===== src/rtl/jpeg_pkg.sv =====
// rtl/jpeg_pkg.sv - shared JPEG decoder constants, types and zigzag scan table
package jpeg_pkg;

    localparam int COEFF_W = 12;
    localparam int BLOCK_N = 64;
    localparam int BLOCK_D = 8;
    localparam int COL_W   = BLOCK_D * COEFF_W;

    // Per-bank occupancy as seen by both the write and read sides
    typedef enum logic [1:0] {
        BANK_EMPTY   = 2'd0,
        BANK_FILLING = 2'd1,
        BANK_FULL    = 2'd2
    } bank_state_t;

    // Column readout sequencer
    typedef enum logic {
        RD_IDLE = 1'b0,
        RD_EMIT = 1'b1
    } rd_state_t;

    // Zigzag scan index -> natural index (row*8 + col)
    localparam logic [5:0] ZIGZAG [BLOCK_N] = '{
         6'd0,  6'd1,  6'd8, 6'd16,  6'd9,  6'd2,  6'd3, 6'd10,
        6'd17, 6'd24, 6'd32, 6'd25, 6'd18, 6'd11,  6'd4,  6'd5,
        6'd12, 6'd19, 6'd26, 6'd33, 6'd40, 6'd48, 6'd41, 6'd34,
        6'd27, 6'd20, 6'd13,  6'd6,  6'd7, 6'd14, 6'd21, 6'd28,
        6'd35, 6'd42, 6'd49, 6'd56, 6'd57, 6'd50, 6'd43, 6'd36,
        6'd29, 6'd22, 6'd15, 6'd23, 6'd30, 6'd37, 6'd44, 6'd51,
        6'd58, 6'd59, 6'd52, 6'd45, 6'd38, 6'd31, 6'd39, 6'd46,
        6'd53, 6'd60, 6'd61, 6'd54, 6'd47, 6'd55, 6'd62, 6'd63
    };

endpackage


===== src/rtl/zigzag_bank.sv =====
// rtl/zigzag_bank.sv - 64x12 coefficient bank with write port, column read and clear
module zigzag_bank
    import jpeg_pkg::*;
(
    input  logic               clk_in,
    input  logic               rst_in,
    input  logic               wr_en,
    input  logic [5:0]         wr_addr,
    input  logic [COEFF_W-1:0] wr_data,
    input  logic               clr,
    input  logic [2:0]         rd_col,
    output logic [COL_W-1:0]   col_data
);

    logic [COEFF_W-1:0] mem [BLOCK_N];

    // Storage: clear wins so a freed bank always restarts from all-zero
    always_ff @(posedge clk_in or posedge rst_in) begin
        if (rst_in) begin
            for (int i = 0; i < BLOCK_N; i++) begin
                mem[i] <= '0;
            end
        end else if (clr) begin
            for (int i = 0; i < BLOCK_N; i++) begin
                mem[i] <= '0;
            end
        end else if (wr_en) begin
            mem[wr_addr] <= wr_data;
        end
    end

    // Column k row i lives at natural address {i, k}
    for (genvar g = 0; g < BLOCK_D; g++) begin : g_col
        assign col_data[g*COEFF_W +: COEFF_W] = mem[{3'(g), rd_col}];
    end

endmodule


===== src/rtl/inverse_zigzag.sv =====
// rtl/inverse_zigzag.sv - ping-pong inverse zigzag reorder emitting 8 block columns
module inverse_zigzag
    import jpeg_pkg::*;
(
    input  logic               clk_in,
    input  logic               rst_in,
    input  logic [COEFF_W-1:0] coeff_in,
    input  logic               coeff_valid_in,
    input  logic               eob_in,
    output logic               coeff_ready_out,
    output logic [COL_W-1:0]   column_out,
    output logic               valid_out
);

    bank_state_t        bank_st     [2];
    bank_state_t        bank_st_nxt [2];
    logic               wr_bank;
    logic               wr_bank_nxt;
    logic [5:0]         wr_idx;
    rd_state_t          rd_st;
    logic               rd_bank;
    logic [2:0]         rd_col;
    logic               xfer;
    logic               blk_done;
    logic               bank_free;
    logic [COL_W-1:0]   bank_col [2];
    logic [COL_W-1:0]   rd_data;

    assign xfer      = coeff_valid_in & coeff_ready_out;
    assign blk_done  = xfer & (eob_in | (wr_idx == 6'd63));
    assign bank_free = (rd_st == RD_EMIT) & (rd_col == 3'd7);
    assign rd_data   = rd_bank ? bank_col[1] : bank_col[0];

    for (genvar g = 0; g < 2; g++) begin : g_bank
        zigzag_bank u_bank (
            .clk_in   (clk_in),
            .rst_in   (rst_in),
            .wr_en    (xfer & (wr_bank == 1'(g))),
            .wr_addr  (ZIGZAG[wr_idx]),
            .wr_data  (coeff_in),
            .clr      (bank_free & (rd_bank == 1'(g))),
            .rd_col   (rd_col),
            .col_data (bank_col[g])
        );
    end

    // Next bank occupancy: free and fill touch different banks, so both apply
    always_comb begin
        bank_st_nxt[0] = bank_st[0];
        bank_st_nxt[1] = bank_st[1];
        wr_bank_nxt    = wr_bank;
        if (bank_free) begin
            bank_st_nxt[rd_bank] = BANK_EMPTY;
        end
        if (xfer) begin
            bank_st_nxt[wr_bank] = blk_done ? BANK_FULL : BANK_FILLING;
        end
        if (blk_done) begin
            wr_bank_nxt = ~wr_bank;
        end
    end

    // Write side: zigzag index, bank flags, and ready registered from next state
    always_ff @(posedge clk_in or posedge rst_in) begin
        if (rst_in) begin
            bank_st[0]      <= BANK_EMPTY;
            bank_st[1]      <= BANK_EMPTY;
            wr_bank         <= 1'b0;
            wr_idx          <= '0;
            coeff_ready_out <= 1'b0;
        end else begin
            bank_st[0]      <= bank_st_nxt[0];
            bank_st[1]      <= bank_st_nxt[1];
            wr_bank         <= wr_bank_nxt;
            if (xfer) begin
                wr_idx <= blk_done ? 6'd0 : wr_idx + 6'd1;
            end
            coeff_ready_out <= (bank_st_nxt[wr_bank_nxt] != BANK_FULL);
        end
    end

    // Read side: wait for the oldest full bank, emit its 8 columns, free it
    always_ff @(posedge clk_in or posedge rst_in) begin
        if (rst_in) begin
            rd_st      <= RD_IDLE;
            rd_bank    <= 1'b0;
            rd_col     <= '0;
            valid_out  <= 1'b0;
            column_out <= '0;
        end else begin
            case (rd_st)
                RD_IDLE: begin
                    valid_out  <= 1'b0;
                    column_out <= '0;
                    rd_col     <= '0;
                    if (bank_st[rd_bank] == BANK_FULL) begin
                        rd_st <= RD_EMIT;
                    end
                end
                RD_EMIT: begin
                    valid_out  <= 1'b1;
                    column_out <= rd_data;
                    rd_col     <= rd_col + 3'd1;
                    if (rd_col == 3'd7) begin
                        rd_bank <= ~rd_bank;
                        if (bank_st[~rd_bank] != BANK_FULL) begin
                            rd_st <= RD_IDLE;
                        end
                    end
                end
                default: begin
                    rd_st      <= RD_IDLE;
                    valid_out  <= 1'b0;
                    column_out <= '0;
                end
            endcase
        end
    end

endmodule


===== config.mk =====
export PLATFORM = sky130hd
export DESIGN_NAME = inverse_zigzag
export DESIGN_NICKNAME = d
export VERILOG_FILES = /design/src/rtl/jpeg_pkg.sv /design/src/rtl/zigzag_bank.sv /design/src/rtl/inverse_zigzag.sv
export SDC_FILE = /design/constraint.sdc
export NUM_CORES = 2
export LEC_CHECK = 0
export CORE_MARGIN = 1.5
export CORE_UTILIZATION = 40
export DETAILED_ROUTE_END_ITERATION = 10
export DONT_BUFFER_PORTS = 1
export GPL_TIMING_DRIVEN = 0
export PLACE_DENSITY_LB_ADDON = 0.25
export SYNTH_ARGS = -nofsm -noshare
export SYNTH_HDL_FRONTEND = slang
export SYNTH_HIERARCHICAL = 1
export SYNTH_SLANG_ARGS = --single-unit

===== constraint.sdc =====
create_clock -name clk_in -period 20.6 [get_ports clk_in]
set_input_delay 1.03 -clock clk_in [delete_from_list [all_inputs] [get_ports clk_in]]
set_output_delay 1.03 -clock clk_in [all_outputs]
set_load 0.02 [all_outputs]

==> results.md <==
* CTS Hold Bufs at 0
* Die height at ~460 µm
* CP Max Fanout at 10
* Mapped Area at roughly 84000 µm²
* Vias at around 53000
* Worst Path Arrival at around 5.7 ns
* # H-tree levels at 4
* Max-slew violation count at 22
* Leakage at 47.95 nW
* Number of synthesized register bits at ~1700
* WP data required at between 20 and 25 ns
* Power per cell area at between 150 and 200 nW/µm²
* Worst setup SP type: flop
* Vias in the first global route at 56580
* DRT antenna net count at 0
* Dominant cells by area after synthesis: dfrtp_1 49%, mux2i_1 20%, nand2b_1 12%
* Fmax at 196.7 MHz
* RSZ-0062 raised after global routing: no
* Most frequent cell after synthesis: dfrtp_1
* Setup Buffers After CTS at 0
* Post-synth top area cell: dfrtp_1
* Starting Density at 0.4029
* Status: complete, but fails checks
* Pin count of the biggest net entering global routing at 60
* Max-cap violation count at 3
* GPL Wtd Cong at between 0.8 and 0.9
* Setup TNS at 0 ns
* Largest vdd supply drop at around 0.093 mV
* Fin crit share at 0.2468
* First drt pass iteration count at 6
* Hold WS at approximately 0.11 ns
* Worst Hold Class: input port to asynchronous set/reset pin
* Grt ovf at 0
* DR iter-0 viols at about 4600
* Failing checks: capacitance limit, slew limit
* Global-route wire length before repair at approximately 400 mm
* CTS tree: built
* Mean Syn Cell Area at 12.91 µm²
* Worst Skew at 0.02879 ns
* CTS max path bufs at 3
* Final Hold Viols at 0
* Routed wire length at around 270 mm
* Post-CTS Resized at 0
* Die Wd at about 460 µm
* Post-Syn Nets at about 6500
* CTS buffer count at around 180
* CTS Sinks at approximately 1700
* WL per Instance at ~28 µm
* Port buffer count at 0
* Top post-synthesis cells by count: 1650 x dfrtp_1, 1638 x mux2i_1, 1566 x nand2b_1
* Setup crit end kind: flop
* Clk_lat worst skew at slightly above 0.8 ns
* Die Area at roughly 210000 µm²
* Top FF cell, synth: dfrtp_1
* Post-synth top area share at 0.4944
* Initial antenna violation count at 15
* GRT Util Overall at 0.2599
* I/O pin total at approximately 110
* Vias/cell at between 5 and 6
* Post-synthesis async set-or-reset flop share at 1.000
* Placeable Area at between 200000 and 250000 µm²
* Fraction of final layout cells sized beyond drive strength 1 at 0.1706
* Worst Max-Slew Pin Slew at between 1.5 and 2 ns
* Post-layout minimum cycle time at roughly 5.1 ns
* Layout fillers at approximately 19000
* Syn-to-layout area delta at 12.42%
* Cell count after synthesis at around 6500
* CTS clk-pin slew, worst paths at around 0.060 ns
* Relative slew slack at -0.04201
* Number of synthesized flops with an enable pin at 0
* Final setup viols at 0
* Final #Nets at approximately 6700
* Register area share after synthesis at 0.4944
* Post-synth cell types at around 50
* DRC viols at 0
* Root Driver: clkbuf_16
* Yosys warns at 6
* Num rows at 167
* Detailed placement HPWL at about 190 mm
* Kind of critical path: flop to flop
## registers in the layout, summed over array words and instances (netlist names)
register,count
bank_st,4
coeff_ready_out,1
column_out,96
g_bank.u_bank/mem,1536
rd_bank,1
rd_col,3
rd_st,1
valid_out,1
wr_bank,1
wr_idx,6
## kinds of logic (layout without fill, tap and decap cells)
kind of cell               after synthesis  in the layout  share of synthesized area
and+or+nand+nor                       1875           1875                     0.1373
other                                    0             10                          0
DFF                                   1650           1650                     0.4944
adders and majority gates               16             16                   0.002397
AOI/OAI and AO/OA                       50             50                   0.004165
buffers and inverters                  657           1028                    0.03453
xor gates and xnor gates                 4              4                  0.0004196
muxes                                 2219           2219                     0.3268
## routing by layer
layer	track usage	part of all wire	vias to the layer above
li1	-	-	22830
met1	0.3527	0.43	28360
met2	0.4089	0.46	1675
met5	0	0.00012	-
met4	0.1005	0.041	6
met3	0.05265	0.066	493
## cells in the final DEF (no fill, tap or decap), drive strengths merged, types with 3 or more instances in the layout
cell type / count
a211oi: 3
a21oi: 11
a22o: 4
and2: 6
and3: 3
and3b: 7
and4b: 6
buf: 316
bufinv: 5
clkbuf: 652
clkinv: 31
clkinvlp: 5
dfrtp: 1650
diode: 10
ha: 16
inv: 19
mux2: 194
mux2i: 1638
mux4: 387
nand2: 143
nand2b: 1566
nand3: 3
nor2: 12
nor2b: 100
nor3: 9
nor3b: 6
nor4bb: 6
o21ai: 12
o32ai: 3
## final cells by class
class | instances | area [µm²] | area share
Sequential cell | 1650 | 41290 | 0.4398
Tap cell | 2788 | 3488 | 0.03715
Inverter | 13 | 61.31 | 0.0006530
Timing Repair Buffer | 49 | 960.9 | 0.01023
Clock buffer | 275 | 5379 | 0.05729
Antenna cell | 10 | 25.02 | 0.0002665
Multi-Input combinational cell | 4164 | 39370 | 0.4194
Clock inverter | 47 | 465.4 | 0.004957
Buffer | 644 | 2849 | 0.03034
## through the flow
stage / cell area, µm² / std cells / total power, mW / utilization / setup WS (ns)
2_1_floorplan: 83530 / 6471 / 9.019 / - / 9.037
3_3_place_gp: 87010 / 9259 / 10.78 / 0.4198 / 4.144
3_5_place_dp: 88020 / 9308 / 10.96 / 0.4247 / 15.62
4_1_cts: 93870 / 9630 / 14.25 / 0.4529 / 15.60
5_1_grt: 93870 / 9631 / 14.95 / 0.4529 / 15.62
6_report: 93890 / 9640 / 14.23 / 0.4530 / 15.52
## path summary, 6_finish.rpt
| kind | endpoint | cells after the start | slack [ns] | start |
|---|---|---|---|---|
| worst max register to register | g_bank[1].u_bank/mem[78] | 9 | 15.52 | rd_col[0] |
| worst min-delay path | g_bank[1].u_bank/mem[548] | 1 | 0.11 | rst_in |
| worst min register to register | valid_out | 0 | 0.47 | rd_st |
| max in group asynchronous | g_bank[1].u_bank/mem[124] | 9 | 18.00 | rst_in |
| min in group clk_in | wr_idx[3] | 2 | 0.40 | eob_in |
| worst max-delay path | g_bank[1].u_bank/mem[78] | 9 | 15.52 | rd_col[0] |
## power breakdown
group	total [mW]	leakage, nW	switching (mW)	internal [mW]
logic	5.34	27.9	2.90	2.44
registers	5.66	17.2	0.963	4.70
clock network	3.23	2.89	1.37	1.86
total	14.2	48.0	5.24	8.99
## critical path, cell delays in order, from the launching register on
cell and delay, ns:
dfrtp_1 0.78, ha_1 0.27, ha_1 0.29, and3_1 0.23, clkbuf_1 0.67, buf_2 0.58, nand2b_1 0.17, clkbuf_1 1.05
buf_1 0.64, mux2i_1 0.18
Power figures use the tool's default switching activity.
